--- src/rtl/fwft_pkg.sv ---
// Shared types for the FWFT read sequencer: output-buffer occupancy encoding and depth.
package fwft_pkg;

  typedef enum logic [1:0] {
    OCC_EMPTY = 2'd0,
    OCC_ONE   = 2'd1,
    OCC_TWO   = 2'd2
  } fwft_occ_e;

  localparam int unsigned OUT_DEPTH = 2;

  // Occupancy as a 3-bit count, wide enough for occupancy + one in-flight read.
  function automatic logic [2:0] occ_count(input fwft_occ_e occ);
    return {1'b0, occ};
  endfunction

endpackage

--- src/rtl/fwft_skid_buf.sv ---
// Two-entry output buffer (main + skid) with occupancy FSM; main always holds the oldest word.
module fwft_skid_buf
  import fwft_pkg::*;
#(
  parameter int unsigned DATA_WIDTH = 8
) (
  input  logic                  clk,
  input  logic                  arst,
  input  logic                  flush,
  input  logic                  land,
  input  logic                  pop,
  input  logic [DATA_WIDTH-1:0] din,
  output logic [DATA_WIDTH-1:0] dout,
  output logic                  dout_valid,
  output fwft_occ_e             occ
);

  fwft_occ_e             occ_q, occ_d;
  logic [DATA_WIDTH-1:0] main_q, main_d;
  logic [DATA_WIDTH-1:0] skid_q, skid_d;

  always_comb begin
    occ_d  = occ_q;
    main_d = main_q;
    skid_d = skid_q;
    if (flush) begin
      // Registers keep their contents; only the occupancy is discarded.
      occ_d = OCC_EMPTY;
    end else begin
      unique case (occ_q)
        OCC_EMPTY: begin
          if (land) begin
            occ_d  = OCC_ONE;
            main_d = din;
          end
        end
        OCC_ONE: begin
          if (land && !pop) begin
            occ_d  = OCC_TWO;
            skid_d = din;
          end else if (land && pop) begin
            main_d = din;
          end else if (pop) begin
            occ_d = OCC_EMPTY;
          end
        end
        OCC_TWO: begin
          if (pop) begin
            main_d = skid_q;
            if (land) begin
              skid_d = din;
            end else begin
              occ_d = OCC_ONE;
            end
          end
        end
        default: occ_d = OCC_EMPTY;
      endcase
    end
  end

  always_ff @(posedge clk or posedge arst) begin
    if (arst) begin
      occ_q  <= OCC_EMPTY;
      main_q <= '0;
      skid_q <= '0;
    end else begin
      occ_q  <= occ_d;
      main_q <= main_d;
      skid_q <= skid_d;
    end
  end

  assign dout       = main_q;
  assign dout_valid = (occ_q != OCC_EMPTY);
  assign occ        = occ_q;

  // Credit logic upstream must never let a word land into a full, stalled buffer.
  a_no_land_when_full: assert property (@(posedge clk) disable iff (arst)
    !(occ_q == OCC_TWO && land && !pop));

  a_occ_legal: assert property (@(posedge clk) disable iff (arst)
    (occ_q == OCC_EMPTY) || (occ_q == OCC_ONE) || (occ_q == OCC_TWO));

endmodule

--- src/rtl/fwft_rd_sequencer.sv ---
// Turns a FIFO with 1-cycle registered read into a first-word-fall-through valid/ready stream.
module fwft_rd_sequencer
  import fwft_pkg::*;
#(
  parameter int unsigned DATA_WIDTH = 8
) (
  input  logic                  clk,
  input  logic                  arst,
  input  logic                  flush,
  input  logic                  fifo_empty,
  output logic                  fifo_rd_en,
  input  logic [DATA_WIDTH-1:0] fifo_rd_data,
  output logic [DATA_WIDTH-1:0] dout,
  output logic                  dout_valid,
  input  logic                  dout_ready
);

  logic      inflight_q;
  logic      pop;
  logic      land;
  logic      credit_ok;
  logic [2:0] pending;
  fwft_occ_e occ;

  assign pop  = dout_valid & dout_ready;
  assign land = inflight_q & ~flush;

  // Words held or on their way must fit in the buffer after this cycle's pop.
  assign pending   = occ_count(occ) + {2'b00, inflight_q};
  assign credit_ok = pending < (3'(OUT_DEPTH) + {2'b00, pop});
  assign fifo_rd_en = ~arst & ~fifo_empty & ~flush & credit_ok;

  always_ff @(posedge clk or posedge arst) begin
    if (arst) begin
      inflight_q <= 1'b0;
    end else begin
      inflight_q <= fifo_rd_en;
    end
  end

  fwft_skid_buf #(
    .DATA_WIDTH(DATA_WIDTH)
  ) u_buf (
    .clk       (clk),
    .arst      (arst),
    .flush     (flush),
    .land      (land),
    .pop       (pop),
    .din       (fifo_rd_data),
    .dout      (dout),
    .dout_valid(dout_valid),
    .occ       (occ)
  );

  a_no_read_on_empty: assert property (@(posedge clk) disable iff (arst)
    !(fifo_rd_en && fifo_empty));

endmodule
--- config.mk ---
export PLATFORM = sky130hd
export DESIGN_NAME = fwft_rd_sequencer
export DESIGN_NICKNAME = d
export VERILOG_FILES = /design/src/rtl/fwft_pkg.sv /design/src/rtl/fwft_skid_buf.sv /design/src/rtl/fwft_rd_sequencer.sv
export SDC_FILE = /design/constraint.sdc
export NUM_CORES = 1
export LEC_CHECK = 0
export BUFFER_PORTS_ARGS = -buffer_cell sky130_fd_sc_hd__buf_2
export CAP_MARGIN = 20
export CORE_ASPECT_RATIO = 0.75
export CORE_MARGIN = 10
export CORE_UTILIZATION = 55
export DETAILED_ROUTE_END_ITERATION = 7
export PLACE_DENSITY = 0.82
export SYNTH_ARGS = -nofsm -noshare
export SYNTH_HDL_FRONTEND = slang
export SYNTH_SLANG_ARGS = --single-unit
--- constraint.sdc ---
create_clock -name clk -period 4.83 [get_ports clk]
set_clock_uncertainty 0.15 [all_clocks]
set_input_delay 0.966 -clock clk [delete_from_list [all_inputs] [get_ports clk]]
set_output_delay 0.966 -clock clk [all_outputs]
set_load 0.03 [all_outputs]
; Word level (Yosys, flattened, before mapping)
; Cells that the tools add are included.
[totals]
output_inout_bits = 10
input_bits = 13
elab_cells = 54
reg_bits = 19
[op_classes]
n_reduce_logical = 10
eq_ne = 13
addsub = 2
muxes = 16
n_lt_le_gt_ge = 1
bitwise = 8
[ops]
columns = op, count
row1 = two-way mux 8 bit, 6
row2 = one-hot mux 8 bit (3 select lines), 1
row3 = one-hot mux 8 bit (2 select lines), 1
row4 = two-way mux 2 bit, 7
row5 = AND reduction 5 bit, 2
row6 = "!= test 2 x 1 -> 1 bit, second input constant", 4
row7 = "!= test 4 x 3 -> 1 bit, second input constant", 2
row8 = "!= test 3 bit, second input constant", 2
row9 = one-hot mux 2 bit (3 select lines), 1
row10 = AND reduction 6 bit, 1
row11 = AND 1 bit, 5
row12 = "!= test 2 bit, second input constant", 2
row13 = nonzero test 2 bit, 2
row14 = adder 2 x 1 -> 3 bit, 1
row15 = "adder 2 x 1 -> 3 bit, first input constant", 1
row16 = less-than comparator 3 bit, 1
row17 = "!= test 3 x 2 -> 1 bit, second input constant", 1
row18 = NOT 1 bit, 3
row19 = nonzero test 3 bit, 1
row20 = "equality test 2 x 1 -> 1 bit, second input constant", 1
row21 = "equality test 2 bit, second input constant", 1
row22 = logical AND 1 bit, 2
row23 = zero test 2 bit, 1
row24 = zero test 1 bit, 1

; Logic depth before layout (Yosys ltp)
[depth]
depth_word = 7
mapped_depth = 5
depth_no_buf = 4

; Hierarchy
; Synthesis repeated with hierarchy kept, for this count alone.
[hier_totals]
cells_unflattened = 89
area_unflattened_um2 = 984.7
[modules_own_cells]
columns = mod, seq_area_each_um2, area_each_um2, cells_each, n_inst
row1 = fwft_skid_buf, 450.4, 898.4, 80, 1
row2 = fwft_rd_sequencer, 25.0, 86.3, 9, 1

; Least setup slack after synthesis
; Ideal clock, no wire load.
[synth_timing]
path_type = input to output
startpoint = in flush
endpoint = out fifo_rd_en
arrival_time_ns = 1.999
setup_slack_ns = 1.715
path_buffers = 0
cell_stages = 2
path_cell_list = or4_1 -> a21oi_1
[synth_between]
elab_chain_cells = 3
[synth_rtl]
columns = item, line_no
row1 = "start, declared", fwft_rd_sequencer.sv:9  ; input logic flush,
row2 = NOT 1 bit (no source line), --
row3 = AND 1 bit (2 in series), fwft_rd_sequencer.sv:31  ; assign fifo_rd_en = ~arst & ~fifo_empty & ~flush & credit_ok;
row4 = "end, declared", fwft_rd_sequencer.sv:11  ; output logic fifo_rd_en,
; Every way passes these cells.

; Worst setup path in the final report
; Same ends and word-level chain as after synthesis.

==> summary.txt <==
Die
  – Die height: 56.5 µm
  – IO Count: 23
  – Floorplan die area: 3880 µm²
  – Starting Density: approximately 57%
  – Row cnt: 13
  – Core area: 1710 µm²
  – Die Width: 68.6 µm

Yosys
  – Register bit total from synthesis: 19
  – Sequential area share after synthesis: 48.7%
  – Syn Nets: 87
  – Cell area after technology mapping: 976 µm²
  – Number of synthesis warnings: 0
  – Mapped Cells: 72
  – Post-synthesis average cell area: 13.6 µm²
  – Cell variety after synth: 22

Timing
  – Slew margin rel.: 54.1%
  – Period utilisation layout: 65.1%
  – Total setup violations reported at the end of the flow: 0
  – Slew of the pin with the lowest slew margin: 687 ps
  – Final max-slew violation count: 0
  – Final hold vios: 0
  – Unrepaired setup endpoints after global routing: no
  – Min Tclk post-route: 3140 ps
  – Final TNS setup: 0 ps
  – Post-route worst setup slack: around 1700 ps
  – Fmax achieved: about 0.32 GHz

Hold path
  – Worst Min Path Start: u_buf.dout[6]
  – Number of stages on the worst hold path: 1
  – Sink of the worst hold path: u_buf.dout[6]
  – Path type of the worst min-delay path: register to register

Worst setup path
  – R2r setup slk: 2940 ps
  – Buf+Inv Stages, Crit Path: 2
  – Cell depth of the worst flop-to-flop path: 3
  – Worst flop-to-flop path startpoint: u_buf.occ[0]
  – Slowest Stage Delay on Critical Path: 530 ps
  – Most repeated library cell on the critical path: sky130_fd_sc_hd__buf_2
  – Terminus of the critical flop-to-flop path: u_buf.skid_q[1]
  – Kind of launch point of the worst setup path: input port
  – Worst-path cell chain: buf_2 > or4_1 > a21oi_1 > buf_2
  – Start-to-end type of the worst setup path: input port to output pin
  – Maximum fanout along the worst path: 6
  – Sort of element at the end of the critical path: output pin
  – Arrival @ worst endpoint: 2030 ps
  – Highest-delay cell along the critical path: sky130_fd_sc_hd__or4_1
  – Critical path required time: 3710 ps
  – Largest delay share family, worst path: simple AND/OR/NAND/NOR gates

Global routing
  – Met2 Use GR: 16.8%
  – GRT Util Overall: 9.76%
  – Busiest layer in global routing: met2
  – Wire length of the first global-routing pass: 2980 µm
  – Number of global-route vias before repair: 695
  – Routing usage on met3: 3.17%
  – Antenna violations before repair: 0
  – M1 GR Usage: 11.0%
  – Aggregate global routing overflow: 0
  – Largest net degree at the start of global routing: 20

Routing
  – Initial DRT Pass Iterations: 3
  – DRC violations left: 0
  – Routed WL per cell: roughly 15 µm
  – Antenna violation net count after detailed routing: 0
  – Via density per instance: 5.43
  – Number of DRC violations after detailed-routing iteration 0: 2
  – Total number of vias: 635
  – Total detailed-routing wirelength: 1770 µm

Status
  – Run status: completed

Placement
  – Post-DP HPWL: 1350 µm
  – Worst slack at placement: 1680 ps
  – Global placer's final weighted congestion: 0.828
  – Number of buffers inserted by port buffering: 22

Final layout
  – Synthesis-to-finish area growth: 15.4%
  – Final net count: 111
  – Fraction of layout instances using a drive strength above 1: 57.9%
  – Core Util, Final: 65.9%
  – Ant. Diodes: 0

Pwr
  – Leakage Power: 0.000528 µW
  – Final Total Pwr: between 300 and 400 µW
  – Power density relative to cell area: between 300 and 400 nW/µm²
  – VDD IR max: 0.000299 V

CTS
  – Count of instances resized after the clock tree is built: 0
  – Root cell of the clock tree: sky130_fd_sc_hd__clkbuf_4
  – CTS tree: done
  – Number of buffers added by the clock tree synthesis step: 3
  – Post-cts hold buffer count: 0
  – Sink Count: 19
  – Maximum level of the CTS H-tree: 1
  – Maximum clock path buffer count: 2
  – Number of setup buffers added after CTS: 0
  – Latest clock arrival within the worst-skew pair: 290 ps
  – Clk pin slew, worst setup/hold paths: 100 ps

Run
  – Max-capacitance violation count: 0
[cell usage in the layout (no fill, tap or decap)]
master / count
sky130_fd_sc_hd__or2_2: 1
sky130_fd_sc_hd__nand3b_1: 3
sky130_fd_sc_hd__mux2_2: 24
sky130_fd_sc_hd__clkbuf_1: 1
sky130_fd_sc_hd__o32a_1: 1
sky130_fd_sc_hd__or4_1: 1
sky130_fd_sc_hd__or3b_2: 1
sky130_fd_sc_hd__clkbuf_4: 3
sky130_fd_sc_hd__nand2_1: 1
sky130_fd_sc_hd__dfrtp_1: 19
sky130_fd_sc_hd__inv_1: 2
sky130_fd_sc_hd__buf_2: 22
sky130_fd_sc_hd__nand2b_1: 4
sky130_fd_sc_hd__a21oi_1: 3
sky130_fd_sc_hd__nor2_1: 1
sky130_fd_sc_hd__nor2b_1: 1
sky130_fd_sc_hd__o32ai_4: 1
sky130_fd_sc_hd__or3b_4: 1
sky130_fd_sc_hd__mux2i_1: 1
sky130_fd_sc_hd__ha_1: 2
sky130_fd_sc_hd__a21oi_4: 1
sky130_fd_sc_hd__o21ba_2: 1
[synthesized netlist by cell type (all sizes together)]
| master | n | share of area, % |
|---|---|---|
| a21oi | 4 | 3.2 |
| buf | 1 | 0.51 |
| clkbuf | 2 | 0.90 |
| dfrtp | 19 | 49 |
| ha | 2 | 2.6 |
| inv | 2 | 0.77 |
| mux2 | 24 | 28 |
| mux2i | 1 | 1.0 |
| nand2 | 1 | 0.38 |
| nand2b | 4 | 2.6 |
| nand3b | 3 | 2.3 |
| nor2 | 1 | 0.38 |
| nor2b | 1 | 0.64 |
| o21ba | 1 | 1.0 |
| o32a | 1 | 1.0 |
| o32ai | 1 | 2.8 |
| or2 | 1 | 0.64 |
| or3b | 2 | 2.1 |
| or4 | 1 | 0.77 |
[registers in the layout (all words and copies together), names as in the netlist]
register / count
u_buf.dout: 8
u_buf.occ: 2
inflight_q: 1
u_buf.skid_q: 8
[how the worst max path moves through the flow]
stage | cells past startpoint | start | to
after CTS | 4 | flush | fifo_rd_en
after global placement | 4 | flush | fifo_rd_en
after global routing | 5 | u_buf.occ[0] | fifo_rd_en
after floorplan | 2 | flush | fifo_rd_en
final | 4 | flush | fifo_rd_en
after detailed placement | 4 | flush | fifo_rd_en
[through the flow]
stage / std cells / hold slack, ps / instance area [µm²]
6_report: 117 / 358 / 1130
5_1_grt: 117 / 383 / 1130
4_1_cts: 117 / 365 / 1130
3_5_place_dp: 113 / 341 / 1100
3_3_place_gp: 113 / 334 / 1100
2_1_floorplan: 72 / 327 / 976
[layer usage]
metal | vias up | wire length (µm)
li1 | 304 | -
met1 | 316 | 765
met2 | 13 | 916
met3 | 2 | 72
met4 | 0 | 13
met5 | - | 0
[report_power, final]
part	internal (µW)	leakage, µW	switching (µW)
combinational	42.7	0.000267	65.3
sequential	184	0.000246	12.8
clock	32.1	0.0000150	45.1
[area by class of cell]
cell class	instances	area, µm²
Fill cell	142	582
Inverter	2	7.51
Multi-Input combinational cell	48	479
Sequential cell	19	475
Timing Repair Buffer	22	110
Tap cell	22	27.5
Clock buffer	4	26.3
[cell families after synthesis]
| group | share of synthesized area, % |
|---|---|
| AOI/OAI and AO/OA | 8.08 |
| DFF | 48.7 |
| muxes | 28.7 |
| and+or+nand+nor | 9.74 |
| adders and majority gates | 2.56 |
| buffers and inverters | 2.18 |
Note: power is estimated with default switching activity, not from simulation.
